File: src/rtl/mod_arith_pkg.sv
// Shared encodings for the modular arithmetic units (add/sub pipe, Fp2 scheduler).
package mod_arith_pkg;

  localparam int WORD_SIZE = 4;

  typedef logic [1:0] op_t;

  localparam op_t OP_ADD = 2'b00;
  localparam op_t OP_SUB = 2'b01;
  localparam op_t OP_NEG = 2'b10;
  localparam op_t OP_DBL = 2'b11;

endpackage

File: src/rtl/mod_addsub_core.sv
// Combinational dual-path modular add/subtract: computes the raw result and its
// p-corrected twin in parallel, then picks the one that lands in [0, p).
module mod_addsub_core #(
  parameter int WIDTH = 8
) (
  input  logic [WIDTH-1:0] x,
  input  logic [WIDTH-1:0] y,
  input  logic [WIDTH-1:0] p,
  input  logic             issub,
  output logic [WIDTH-1:0] res
);

  localparam int W1 = WIDTH + 1;

  logic [W1-1:0] xe, ye, pe;
  logic [W1-1:0] org, alt, sel;
  logic [W1-1:0] y_term, p_term;
  logic [W1-1:0] cs_sum, cs_maj, cs_carry;

  assign xe = {1'b0, x};
  assign ye = {1'b0, y};
  assign pe = {1'b0, p};

  assign org = issub ? (xe - ye) : (xe + ye);

  // alt = x - y + p (sub) or x + y - p (add); both negations share the same +1 carry-in.
  assign y_term   = issub ? ~ye : ye;
  assign p_term   = issub ? pe  : ~pe;
  assign cs_sum   = xe ^ y_term ^ p_term;
  assign cs_maj   = (xe & y_term) | (xe & p_term) | (y_term & p_term);
  assign cs_carry = {cs_maj[W1-2:0], 1'b0};
  assign alt      = cs_sum + cs_carry + W1'(1);

  // The top bit acts as the sign of the W+1-bit difference in either path.
  assign sel = issub ? (org[WIDTH] ? alt : org)
                     : (alt[WIDTH] ? org : alt);

  assign res = sel[WIDTH-1:0];

endmodule

File: src/rtl/mod_addsub_pipe.sv
// Two-stage streaming modular add/sub/negate/double unit with valid/ready
// handshake, runtime modulus and a pass-through tag.
import mod_arith_pkg::*;

module mod_addsub_pipe #(
  parameter int WIDTH = 2 * WORD_SIZE,
  parameter int TAG_W = 4
) (
  input  logic             clk,
  input  logic             rst_n,
  input  logic             clr,
  input  logic             in_valid,
  output logic             in_ready,
  input  logic [1:0]       in_op,
  input  logic [WIDTH-1:0] in_a,
  input  logic [WIDTH-1:0] in_b,
  input  logic [WIDTH-1:0] in_p,
  input  logic [TAG_W-1:0] in_tag,
  output logic             out_valid,
  input  logic             out_ready,
  output logic [WIDTH-1:0] out_res,
  output logic [TAG_W-1:0] out_tag,
  output logic             busy
);

  logic             s1_valid;
  logic [WIDTH-1:0] s1_x, s1_y, s1_p;
  logic             s1_issub;
  logic [TAG_W-1:0] s1_tag;

  logic [WIDTH-1:0] prep_x, prep_y;
  logic             prep_sub;
  logic [WIDTH-1:0] core_res;
  logic             s2_adv, s1_adv;

  assign s2_adv   = !out_valid || out_ready;
  assign s1_adv   = s1_valid && s2_adv;
  assign in_ready = !s1_valid || s2_adv;
  assign busy     = s1_valid || out_valid;

  // NOTE: every signal driven here gets a default first so no path can infer a latch.
  always_comb begin
    prep_x   = in_a;
    prep_y   = in_b;
    prep_sub = 1'b0;
    case (in_op)
      OP_SUB: prep_sub = 1'b1;
      OP_NEG: begin
        prep_x   = '0;
        prep_y   = in_a;
        prep_sub = 1'b1;
      end
      OP_DBL:  prep_y = in_a;
      default: ;
    endcase
  end

  // NOTE: datapath registers are reset too, because out_res/out_tag must read 0 after reset.
  always_ff @(posedge clk or negedge rst_n) begin
    if (!rst_n) begin
      s1_valid <= 1'b0;
      s1_x     <= '0;
      s1_y     <= '0;
      s1_p     <= '0;
      s1_issub <= 1'b0;
      s1_tag   <= '0;
    end else if (clr) begin
      s1_valid <= 1'b0;
    end else if (in_ready) begin
      // NOTE: non-blocking assignments keep every register sampling pre-edge values.
      s1_valid <= in_valid;
      if (in_valid) begin
        s1_x     <= prep_x;
        s1_y     <= prep_y;
        s1_p     <= in_p;
        s1_issub <= prep_sub;
        s1_tag   <= in_tag;
      end
    end
  end

  mod_addsub_core #(
    .WIDTH (WIDTH)
  ) u_core (
    .x     (s1_x),
    .y     (s1_y),
    .p     (s1_p),
    .issub (s1_issub),
    .res   (core_res)
  );

  always_ff @(posedge clk or negedge rst_n) begin
    if (!rst_n) begin
      out_valid <= 1'b0;
      out_res   <= '0;
      out_tag   <= '0;
    end else if (clr) begin
      out_valid <= 1'b0;
      out_res   <= '0;
      out_tag   <= '0;
    end else if (s2_adv) begin
      out_valid <= s1_valid;
      if (s1_adv) begin
        out_res <= core_res;
        out_tag <= s1_tag;
      end
    end
  end

endmodule

File: config.mk
export PLATFORM = sky130hd
export DESIGN_NAME = mod_addsub_pipe
export DESIGN_NICKNAME = d
export VERILOG_FILES = /design/src/rtl/mod_arith_pkg.sv /design/src/rtl/mod_addsub_core.sv /design/src/rtl/mod_addsub_pipe.sv
export SDC_FILE = /design/constraint.sdc
export NUM_CORES = 1
export LEC_CHECK = 0
export BUFFER_PORTS_ARGS = -buffer_cell sky130_fd_sc_hd__buf_2
export CAP_MARGIN = 15
export CORE_MARGIN = 2
export CORE_UTILIZATION = 61
export CTS_BUF_LIST = sky130_fd_sc_hd__clkbuf_4
export DETAILED_ROUTE_END_ITERATION = 10
export GPL_TIMING_DRIVEN = 0
export PLACE_DENSITY = 0.87
export SLEW_MARGIN = 20
export SYNTH_ARGS = -nofsm -noshare
export SYNTH_HDL_FRONTEND = slang
export SYNTH_SLANG_ARGS = --single-unit
File: constraint.sdc
create_clock -name clk -period 5.4 [get_ports clk]
set_input_delay 1.08 -clock clk [delete_from_list [all_inputs] [get_ports clk]]
set_output_delay 1.08 -clock clk [all_outputs]
set_load 0.02 [all_outputs]
### Yosys cells after proc, flatten, opt, wreduce, memory -nomap -nowiden

Cells that the tools add are included.

* add/sub/neg operators: 4
* $mul: 0
* divide/modulo/power cells: 0
* $lt $le $gt $ge: 0
* equal/unequal tests: 3
* shift-type cells: 0
* multiplexer cells: 19
* bitwise gates (word level): 10
* reduce and logical (&&, ||, !) cells: 13

Operator list (count)
* 8-bit two-way mux: 8
* 9-bit two-way mux: 3
* 8-bit bitwise AND: 3
* 8-bit inverter with 9-bit output: 2
* 8-bit bitwise OR: 2
* 4-bit two-way mux: 3
* 8-bit by 8-bit adder with 9-bit output: 1
* 9-bit by 1-bit adder with 9-bit output, second input constant: 1
* 9-bit adder: 1
* 8-bit by 8-bit subtractor with 9-bit output: 1
* 8-bit by 9-bit XOR with 9-bit output: 1
* 9-bit XOR: 1
* 2-bit nonzero test: 3
* 1-bit two-way mux: 5
* 2-bit equality test, second input constant: 2
* 2-bit OR reduction: 2
* 1-bit logical OR: 3
* 3-bit AND reduction: 1
* 2-bit by 1-bit equality test with 1-bit output, second input constant: 1
* 1-bit logical NOT: 2
* 2-bit AND reduction: 1
* 1-bit logical AND: 1
* 1-bit inverter: 1

* flip-flop bits (word level): 43
* bits in latches: 0
* RAM bits: 0
* memory bits (read-only): 0
* input bits: 35
* output and inout port bits: 15
* memories kept: 0

### Depth between registers and ports, before layout

Gate-level depths: netlist of the first run.

* word-level depth: 12
* mapped depth: 13
* depth with buffers taken out: 11

### Cells and area by module

Synthesis of the first run repeated with hierarchy kept, for this count alone.

* cells, all modules: 255
* area total of the unflattened synthesis: 3089.2 um^2

By module, submodules not included
* mod_addsub_pipe: instances 1, cells an instance 121, area an instance 1881.8 um^2, sequential area each 1076.0 um^2
* mod_addsub_core: instances 1, cells an instance 134, area an instance 1207.4 um^2, sequential area each 0.0 um^2

### Least setup slack after synthesis of the first run

Ideal clock, no wire load.

* path kind: reg2reg
* from: register s1_issub
* to: register out_res[6]
* arrival: 3463 ps
* required time: 5274 ps
* setup slack: 1811 ps
* stages on the path, launching flop included: 13
* clock period less this slack: 3589 ps
* path through: dfrtp_1 > clkbuf_1 > clkbuf_1 > xor2_1 > fa_1 > ha_1 > and2b_1 > o31a_2 > o22ai_2 > mux2_4 > or2_1 > buf_6 > a221o_1

* word-level cells in the longest chain between the ends: 11
* elaborated cells on any way between the ends: 18

Ends and longest elaborated chain
* start, declared: RTL line mod_addsub_pipe.sv:28 `logic s1_issub;`
* start signal, assigned: RTL line mod_addsub_pipe.sv:76 `s1_issub <= prep_sub;`
* 9-bit two-way mux, on equally long branches: RTL line mod_addsub_core.sv:27, mod_addsub_core.sv:28
* 8-bit bitwise AND: RTL line mod_addsub_core.sv:30 `assign cs_maj = (xe & y_term) | (xe & p_term) | (y_term & p_term);`
* 8-bit bitwise OR (2 in a row): RTL line mod_addsub_core.sv:30
* 9-bit adder: RTL line mod_addsub_core.sv:32 `assign alt = cs_sum + cs_carry + W1'(1);`
* 9-bit by 1-bit adder with 9-bit output: RTL line mod_addsub_core.sv:32
* 8-bit two-way mux, on equally long branches: RTL line mod_addsub_core.sv:36, mod_addsub_core.sv:35
* 8-bit two-way mux *: RTL line mod_addsub_core.sv:35 `assign sel = issub ? (org[WIDTH] ? alt : org)`
* 8-bit two-way mux *: RTL line mod_addsub_pipe.sv:103 `if (s1_adv) begin`
* 8-bit two-way mux *: RTL line mod_addsub_pipe.sv:101 `end else if (s2_adv) begin`
* 8-bit two-way mux *: RTL line mod_addsub_pipe.sv:97 `end else if (clr) begin`
* end signal, assigned: RTL line mod_addsub_pipe.sv:104 `out_res <= core_res;`
* end, declared: RTL line mod_addsub_pipe.sv:21 `output logic [WIDTH-1:0] out_res,`

Every way passes the cells marked *; elsewhere a longest branch is shown, timed or not. The select of a mux whose other input is x is not followed.
A chain may end at the register's enable or synchronous reset.

### Worst setup path after layout of the first run

* from: register s1_issub
* to: register out_res[2]

Same word-level chain as after synthesis.

==> results of run 1 <==
[worst max-delay path: cells and delay by family, from the launching register on]
kind / cells / cell delay [ps]
DFF: 1 / 340
buffers and inverters: 4 / 1140
AOI/OAI and AO/OA: 3 / 590
and+or+nand+nor: 2 / 470
adders and majority gates: 2 / 970
xor gates and xnor gates: 1 / 250
muxes: 1 / 310
[kinds of logic (layout without fill, tap and decap cells)]
| kind of cell | after synthesis | after routing | share of synthesized area, % |
|---|---|---|---|
| simple gates | 78 | 78 | 12.98 |
| compound gates | 72 | 72 | 16.83 |
| flops | 43 | 43 | 36.01 |
| buf+inv | 30 | 87 | 4.229 |
| fa+ha+maj | 28 | 28 | 14.24 |
| xor+xnor | 26 | 26 | 7.621 |
| mux | 22 | 22 | 8.082 |
[power by group through the flow]
stage                     logic, mW  clock network, mW  registers, mW
after global routing           1.05              0.181          0.431
after global placement        0.870                  0          0.426
after floorplan               0.676                  0          0.452
after detailed placement      0.915                  0          0.431
after CTS                     0.924              0.166          0.424
final                         0.928              0.164          0.423
[registers in the layout, summed over array words and instances (netlist names)]
register	flops
s1_issub	1
s1_tag	4
s1_x	8
s1_valid	1
s1_y	8
out_tag	4
out_res	8
out_valid	1
s1_p	8
[layout make-up]
cell class | instances | area [um^2] | share of cell area (%)
inverters | 15 | 56.30 | 1.669
repair buffers | 49 | 245.2 | 7.267
plain buffers | 15 | 70.07 | 2.076
well taps | 67 | 83.83 | 2.484
flip-flops and latches | 43 | 1076 | 31.89
clock inverters | 2 | 12.51 | 0.3708
multi-input cells | 226 | 1785 | 52.91
clock buffers | 6 | 45.04 | 1.335
[metrics by stage]
step / power, mW / cells / cell area [um^2]
after CTS: 1.514 / 423 / 3374
final: 1.515 / 423 / 3374
after global routing: 1.661 / 423 / 3374
after floorplan: 1.128 / 299 / 2988
after detailed placement: 1.346 / 415 / 3317
after global placement: 1.296 / 415 / 3317
[cell usage in the layout, fill, tap and decap left out, types with 2 or more instances in the layout]
master     n
or4_1      2
nor4_1     4
nor2b_1    6
o21ai_0   27
a21oi_1    7
a31oi_1    3
a221o_1    4
ha_1      18
o311ai_2   2
or2_2      2
a22o_1     5
nand2_1   25
fa_1      10
xnor2_1   16
o31ai_1    3
mux2i_1    8
o31a_1     3
xor2_1    10
dfrtp_1   43
inv_1     15
buf_2     51
o21a_1     8
clkbuf_1   9
clkbuf_4   6
buf_1      2
nor2_1    15
mux2_2    13
nor3_1     8
nand2b_1  10
[per-layer routing]
layer | GRT usage, % | routed length, um | share of wire, %
met2 | 45.14 | 3201 | 50
met3 | 5.420 | 265 | 4.1
met5 | 0 | 0 | 0
met4 | 12.93 | 189 | 3.0
met1 | 32.18 | 2743 | 43
[worst paths after layout]
check / start / to / slack, ps / cells past startpoint
worst max-delay path: s1_issub$_DFFE_PN0P_ / out_res[2]$_DFFE_PN0P_ / 1220 / 13
worst min-delay path: out_res[3]$_DFFE_PN0P_ / out_res[3]$_DFFE_PN0P_ / 500 / 2
worst max register to register: s1_issub$_DFFE_PN0P_ / out_res[2]$_DFFE_PN0P_ / 1220 / 13
worst min register to register: out_res[3]$_DFFE_PN0P_ / out_res[3]$_DFFE_PN0P_ / 500 / 2
max in group asynchronous: rst_n / s1_y[2]$_DFFE_PN0P_ / 3970 / 1
min in group asynchronous: rst_n / out_res[0]$_DFFE_PN0P_ / 840 / 1
==> metrics.cfg, run 1 <==
[outcome]
run_status=finished clean

[final_layout]
fillers=368
nNetsFinal=418
area_growth_pct=12.94
utilization_pct=71.44
n_antenna_cell=0
drive_gt1_share_pct=23.03

[critical_path]
cp_slowest_cell=buf_1
cp_max_fo=10
crit_path_start_kind=register
max_stage_delay_ps=630
end_kind=register
critPathRequiredTime_ps=5650
cp_data_arrival_time_ps=4430
cp_common_cell=fa_1
crit_type=register to register
crit_chain=clkbuf_1, buf_1, xnor2_1, fa_1, inv_1, fa_1, and2b_1, o31a_2, o22ai_2, mux2_4, or2_1, buf_6, a221o_1

[logic_synthesis]
synth_sequential_area_ratio_pct=36.01
syn_avg_cell_area_um2=9.993
synth_top_area_share_pct=36.01
yosysTopAreaCell=dfrtp_1
synthFlopType=dfrtp_1
netlist_area_um2=2988
synth_area_leaders=dfrtp_1 36%, ha_1 7.5%, fa_1 6.7%
synth_most_common_cell=dfrtp_1
syn-num-nets=362
synth-edff-count=0
synthTopCellsByCount=43 x dfrtp_1, 27 x o21ai_0, 25 x nand2_1
ys.warnings.count=0
synth_seq_cells=43
async_flop_share_pct=100.0
postSynthCellCount=299
ys_types=47

[worst_hold_path]
worst_hold_path_type=register to register

[drt]
ant_nets=0
dr.pass1.iters=5
dr.first_iter.drc_count=161
wire_per_inst_um=15.13
drc_errors=0
vias_per_cell=5.688
wl_um=6401
vias=2406

[timing]
max-slew-margin-rel_pct=37.38
setup_ws_ps=1219
min_period_ps=4181
slew_violations=0
setup_viol=0
whs_ps=502.5
hold_viol=0
clock-skew-final_ps=5.065
worstMarginPinSlew_ps=939.4
rsz0062_at_grt=false
clock.fmax_mhz=239.2
setup_tns_ps=0
period_share_pct=77.43

[clocking]
cts_tree=done
clockBufferDepth=2
htree_levels=2
cts_buffers=5
post_cts_buffers=0
cts-resized-gates=0
cts.sinks=43
path_clk_slew_ps=130
clk_latency_ps=360
cts_hold_buf=0
cts-root-buf=clkbuf_4

[pwr]
p_sw_mw=0.6590
p_leak_nw=1.627
p_seq_share_pct=27.9
power.internal_mw=0.8563
power_frac_clock_pct=10.8
ir_drop_v=0.0001931
p_per_area_nw_per_um2=449.0
comb_power_share_pct=61.2
swShare_pct=43.49

[global_route]
antenna_found_initial=0
track_usage_pct=26.52
grt_pass1_vias=2405
grt_max_degree=44
grt_pass1_wl_um=11000
overflow=0

[die]
die_x_um=73.99
die_area_um2=5474
coreArea_um2=4723
io_pins=50
die_h_um=73.99
rows=25
start_util_pct=63.26

[placed_design]
portBuffers=49
pre_cts_slack_ps=1235
dpl.hpwl_um=5114
place_congestion=0.8412

[flow_run]
maxCapViolCount=0

No activity file was read; power rests on OpenSTA's default activity.
==> run 2, diff against run 1 <==
--- a/config.mk
+++ b/config.mk
@@ -8,11 +8,11 @@
 export BUFFER_PORTS_ARGS = -buffer_cell sky130_fd_sc_hd__buf_2
 export CAP_MARGIN = 15
 export CORE_MARGIN = 2
-export CORE_UTILIZATION = 61
+export CORE_UTILIZATION = 53
 export CTS_BUF_LIST = sky130_fd_sc_hd__clkbuf_4
 export DETAILED_ROUTE_END_ITERATION = 10
 export GPL_TIMING_DRIVEN = 0
-export PLACE_DENSITY = 0.87
+export PLACE_DENSITY = 0.8
 export SLEW_MARGIN = 20
 export SYNTH_ARGS = -nofsm -noshare
 export SYNTH_HDL_FRONTEND = slang
==> constraint.sdc (replaced) <==
create_clock -name clk -period 3.5 [get_ports clk]
set_input_delay 0.7 -clock clk [delete_from_list [all_inputs] [get_ports clk]]
set_output_delay 0.7 -clock clk [all_outputs]
set_load 0.02 [all_outputs]
==> metrics.cfg, run 2 (synthesis results as in run 1) <==
[timing]
worstMarginPinSlew_ps=925.0
max-slew-margin-rel_pct=38.33
setup_ws_ps=98.68
period_share_pct=97.18
hold_viol=0
min_period_ps=3401
setup_viol=0
slew_violations=0
rsz0062_at_grt=true
clock.fmax_mhz=294.0
whs_ps=459.1
clock-skew-final_ps=6.024

[critical_path]
critical_path.top_delay_family=compound AO/OA/AOI/OAI gates
cp_common_cell=fa_2
timing.rr.end=out_res[2]$_DFFE_PN0P_
end_kind=register
cp_data_arrival_time_ps=3650
path_buf_inv=1
critPathRequiredTime_ps=3750
r2r_setup_slack_ps=100
crit_chain=buf_12, xor2_4, fa_2, fa_2, and2b_1, o31a_2, o22ai_2, mux2_4, or2_4, a221o_1
timing.rr.start=s1_issub$_DFFE_PN0P_
cp_max_fo=6
crit_cells=10
startpoint=s1_issub$_DFFE_PN0P_
crit_path_start_kind=register
endpoint=out_res[2]$_DFFE_PN0P_
r2r_cells=10
max_stage_delay_ps=620
crit_type=register to register
cp_slowest_cell=fa_2

[clocking]
cts_hold_buf=0
cts_tree=done
cts_buffers=5
htree_levels=2
clk_latency_ps=360
path_clk_slew_ps=110
cts.sinks=43
clockBufferDepth=2
cts-root-buf=clkbuf_4

[die]
die_x_um=79.09
coreArea_um2=5473
start_util_pct=54.60
die_h_um=79.09
io_pins=50
die_area_um2=6254
rows=27

[placed_design]
pre_cts_slack_ps=-330.9
dpl.hpwl_um=4851
place_congestion=0.8373
portBuffers=49
dpl.cell_count=420

[final_layout]
drive_gt1_share_pct=28.61
area_growth_pct=19.97
final_cell_mix=51 x buf_2, 42 x dfrtp_1, 26 x o21ai_0, 25 x nand2_1, 16 x ha_1
layout_commonest_cell=buf_2
stdcell_count=432
nNetsFinal=423
fillers=469
utilization_pct=65.50
n_antenna_cell=0

[drt]
dr.first_iter.drc_count=101
wl_um=6380
drc_errors=0
vias=2347
vias_per_cell=5.433
dr.pass1.iters=4
wire_per_inst_um=14.77
ant_nets=0

[pwr]
total_power_mw=2.525
p_seq_share_pct=26.3
ir_drop_v=0.0003119
power.internal_mw=1.485
swShare_pct=41.19
p_per_area_nw_per_um2=704.3
p_leak_nw=1.702
comb_power_share_pct=61.6
power_frac_clock_pct=12.2
p_sw_mw=1.040

[flow_run]
maxCapViolCount=0

[global_route]
antenna_found_initial=0
grt_pass1_vias=2244
grt_max_degree=44
track_usage_pct=21.13
grt_pass1_wl_um=10410
overflow=0

[outcome]
run_status=finished clean

[worst_hold_path]
worst_hold_path_type=input pin to async pin

==> run 2: per-layer routing <==
metal  vias up  track usage [%]  share of wire [%]
met5         -                0                  0
met4         0            7.414                2.2
met3        10            3.864                4.7
met2        71            36.36                 50
met1      1097            26.71                 43
li1       1169                -                  -
==> run 2: worst register-to-register path, cell delays in order (launching register included) <==
cell     delay (ps)
dfrtp_2         470
buf_12          160
xor2_4          200
fa_2            620
fa_2            200
and2b_1         200
o31a_2          390
o22ai_2         120
mux2_4          330
or2_4           290
a221o_1         320
==> run 2: worst min-delay path by stage <==
stage	to	cells after the start	from
after global routing	s1_x[0]$_DFFE_PN0P_	1	rst_n
after global placement	out_tag[0]$_DFFE_PN0P_	1	s1_tag[0]$_DFFE_PN0P_
final	s1_x[1]$_DFFE_PN0P_	1	rst_n
after detailed placement	out_tag[0]$_DFFE_PN0P_	1	s1_tag[0]$_DFFE_PN0P_
after CTS	s1_x[5]$_DFFE_PN0P_	1	rst_n
after floorplan	out_res[0]$_DFFE_PN0P_	0	rst_n
==> run 2: stage by stage <==
step / cell area (um^2) / setup TNS (ps)
finish: 3585 / 0
global route: 3585 / -11.02
CTS: 3447 / 0
detailed placement: 3326 / -2356
global placement: 3326 / -1745
floorplan: 2990 / 0
==> run 2: area by class of cell <==
| cell class | instances | area (um^2) | share of cell area [%] |
|---|---|---|---|
| clock inverter | 1 | 30.03 | 0.8377 |
| multi-input combinational | 226 | 1898 | 52.95 |
| clock buffer | 6 | 45.04 | 1.257 |
| buffer | 13 | 82.58 | 2.304 |
| timing repair buffer | 56 | 305.3 | 8.517 |
| tap | 72 | 90.09 | 2.513 |
| inverter | 15 | 56.30 | 1.571 |
| sequential | 43 | 1077 | 30.05 |
==> run 2: power groups by stage <==
| stage | Clock [mW] | Combinational (mW) | Sequential, mW |
|---|---|---|---|
| after floorplan | 0 | 1.04 | 0.697 |
| after global placement | 0 | 1.35 | 0.658 |
| after detailed placement | 0 | 1.40 | 0.663 |
| after CTS | 0.315 | 1.43 | 0.656 |
| after global routing | 0.339 | 1.71 | 0.676 |
| final | 0.307 | 1.56 | 0.663 |
==> run 2: what timing repair did <==
| item | 4_1_cts | 5_1_grt |
|---|---|---|
| endpoints found under the setup margin | 8 | 7 |
| buffers inserted | 2 | 6 |
| gates resized for setup | 7 | 22 |
| pin swaps | 0 | 9 |
==> run 3, diff against run 2 <==
--- a/config.mk
+++ b/config.mk
@@ -7,8 +7,10 @@
 export LEC_CHECK = 0
 export BUFFER_PORTS_ARGS = -buffer_cell sky130_fd_sc_hd__buf_2
 export CAP_MARGIN = 15
+export CELL_PAD_IN_SITES_DETAIL_PLACEMENT = 0
+export CELL_PAD_IN_SITES_GLOBAL_PLACEMENT = 1
 export CORE_MARGIN = 2
-export CORE_UTILIZATION = 53
+export CORE_UTILIZATION = 41
 export CTS_BUF_LIST = sky130_fd_sc_hd__clkbuf_4
 export DETAILED_ROUTE_END_ITERATION = 10
 export GPL_TIMING_DRIVEN = 0
==> metrics.cfg, run 3 (synthesis results as in run 1) <==
[outcome]
run_status=finished clean

[global_route]
grt_max_degree=44
antenna_found_initial=0
use_met3_pct=3.878
grt_pass1_vias=2117
busiest_layer=met2
overflow=0
use_met2_pct=26.53
met1_usage_pct=21.67
track_usage_pct=16.33
grt_pass1_wl_um=10070

[critical_path]
cp_data_arrival_time_ps=3640
end_kind=register
crit_type=register to register
cp_max_fo=10
critPathRequiredTime_ps=3760
crit_path_start_kind=register

[pwr]
power_frac_clock_pct=10.5
p_seq_share_pct=27.2
ir_drop_v=0.0002378
p_sw_mw=1.029
power.internal_mw=1.397
p_leak_nw=1.687
comb_power_share_pct=62.3
swShare_pct=42.43
total_power_mw=2.426
p_per_area_nw_per_um2=679.2

[final_layout]
nNetsFinal=422
layout_commonest_cell=buf_2
multiInputGateArea_um2=1861
drive_gt1_share_pct=26.94
design_area_um2=3572
regArea_um2=1077
n_antenna_cell=0
area_growth_pct=19.56
final_cell_mix=51 x buf_2, 42 x dfrtp_1, 27 x o21ai_0, 25 x nand2_1, 17 x ha_1
fillers=707

[timing]
period_share_pct=96.55
whs_ps=257.5
min_period_ps=3379
setup_viol=0
setup_tns_ps=0
clock-skew-final_ps=17.24
max-slew-margin-rel_pct=46.39
clock.fmax_mhz=295.9
slew_violations=0
hold_viol=0
worstMarginPinSlew_ps=801.2

[clocking]
cts_tree=done
clk_latency_ps=370
cts.sinks=43
cts_hold_buf=0
cts_buffers=5
htree_levels=2
path_clk_slew_ps=140
cts-root-buf=clkbuf_4
clockBufferDepth=2

[drt]
wire_per_inst_um=13.76
wl_um=6315
ant_nets=0
drc_errors=0
dr.first_iter.drc_count=83
dr.pass1.iters=4
vias=2330
vias_per_cell=5.076

[placed_design]
portBuffers=49
dpl-instance-area_um2=3359
dpl.hpwl_um=4924
place_congestion=0.8565

[die]
io_pins=50
die_area_um2=7986
die_h_um=89.37
coreArea_um2=7137
rows=31
die_x_um=89.37
start_util_pct=41.87

[flow_run]
maxCapViolCount=0

[worst_hold_path]
worst_hold_path_type=input pin to async pin

-- run 3: power by group through the flow --
stage	sequential [mW]	combinational [mW]	clock, mW
after floorplan	0.697	1.04	0
after global placement	0.661	1.38	0
after detailed placement	0.663	1.40	0
after CTS	0.657	1.42	0.267
after global routing	0.673	1.68	0.287
final	0.661	1.51	0.255
-- run 3: final timing paths --
kind / start / endpoint / slack [ps] / cells after the start
max: s1_issub$_DFFE_PN0P_ / out_res[6]$_DFFE_PN0P_ / 120 / 11
min: rst_n / out_res[1]$_DFFE_PN0P_ / 260 / 1
max reg2reg: s1_issub$_DFFE_PN0P_ / out_res[6]$_DFFE_PN0P_ / 120 / 11
min reg2reg: s1_x[0]$_DFFE_PN0P_ / s1_x[0]$_DFFE_PN0P_ / 500 / 2
max in group asynchronous: rst_n / s1_p[4]$_DFFE_PN0P_ / 2740 / 2
min in group clk: s1_x[0]$_DFFE_PN0P_ / s1_x[0]$_DFFE_PN0P_ / 500 / 2
-- run 3: critical path, cell delays in order, from the launching register on --
cell	delay, ps
dfrtp_2	480
buf_12	170
xnor2_1	150
fa_1	600
fa_2	220
and2b_1	200
o31a_2	380
o22ai_2	120
mux2_4	320
or2_1	220
buf_6	130
a221o_1	290
-- run 3: per-stage QoR --
stage | utilization (%) | worst slack, ps | std cells
2_1_floorplan | - | 56.59 | 299
3_3_place_gp | 47.07 | -314.3 | 447
3_5_place_dp | 47.07 | -384.0 | 447
4_1_cts | 48.33 | 38.23 | 455
5_1_grt | 50.05 | -1.309 | 459
6_report | 50.05 | 120.8 | 459
-- run 3: layout make-up --
type,instances,area share [%]
plain buffers,14,2.627
clock buffers,6,1.261
clock inverters,2,0.3503
inverters,15,1.576
multi-input cells,226,52.08
flip-flops and latches,43,30.16
well taps,99,3.468
repair buffers,54,8.476
-- run 3: routing by layer --
metal	wire length (um)	share of wire [%]
met1	2975	47
met2	2974	47
met3	277	4.4
met4	87	1.4
met5	0	0
-- run 3: repair_timing --
| item | CTS | global route |
|---|---|---|
| setup endpoints to repair | 8 | 8 |
| resized for setup | 6 | 12 |
| pin swaps | 0 | 5 |
| endpoints found under the hold margin | 0 | 0 |
| setup buffers | 1 | 3 |
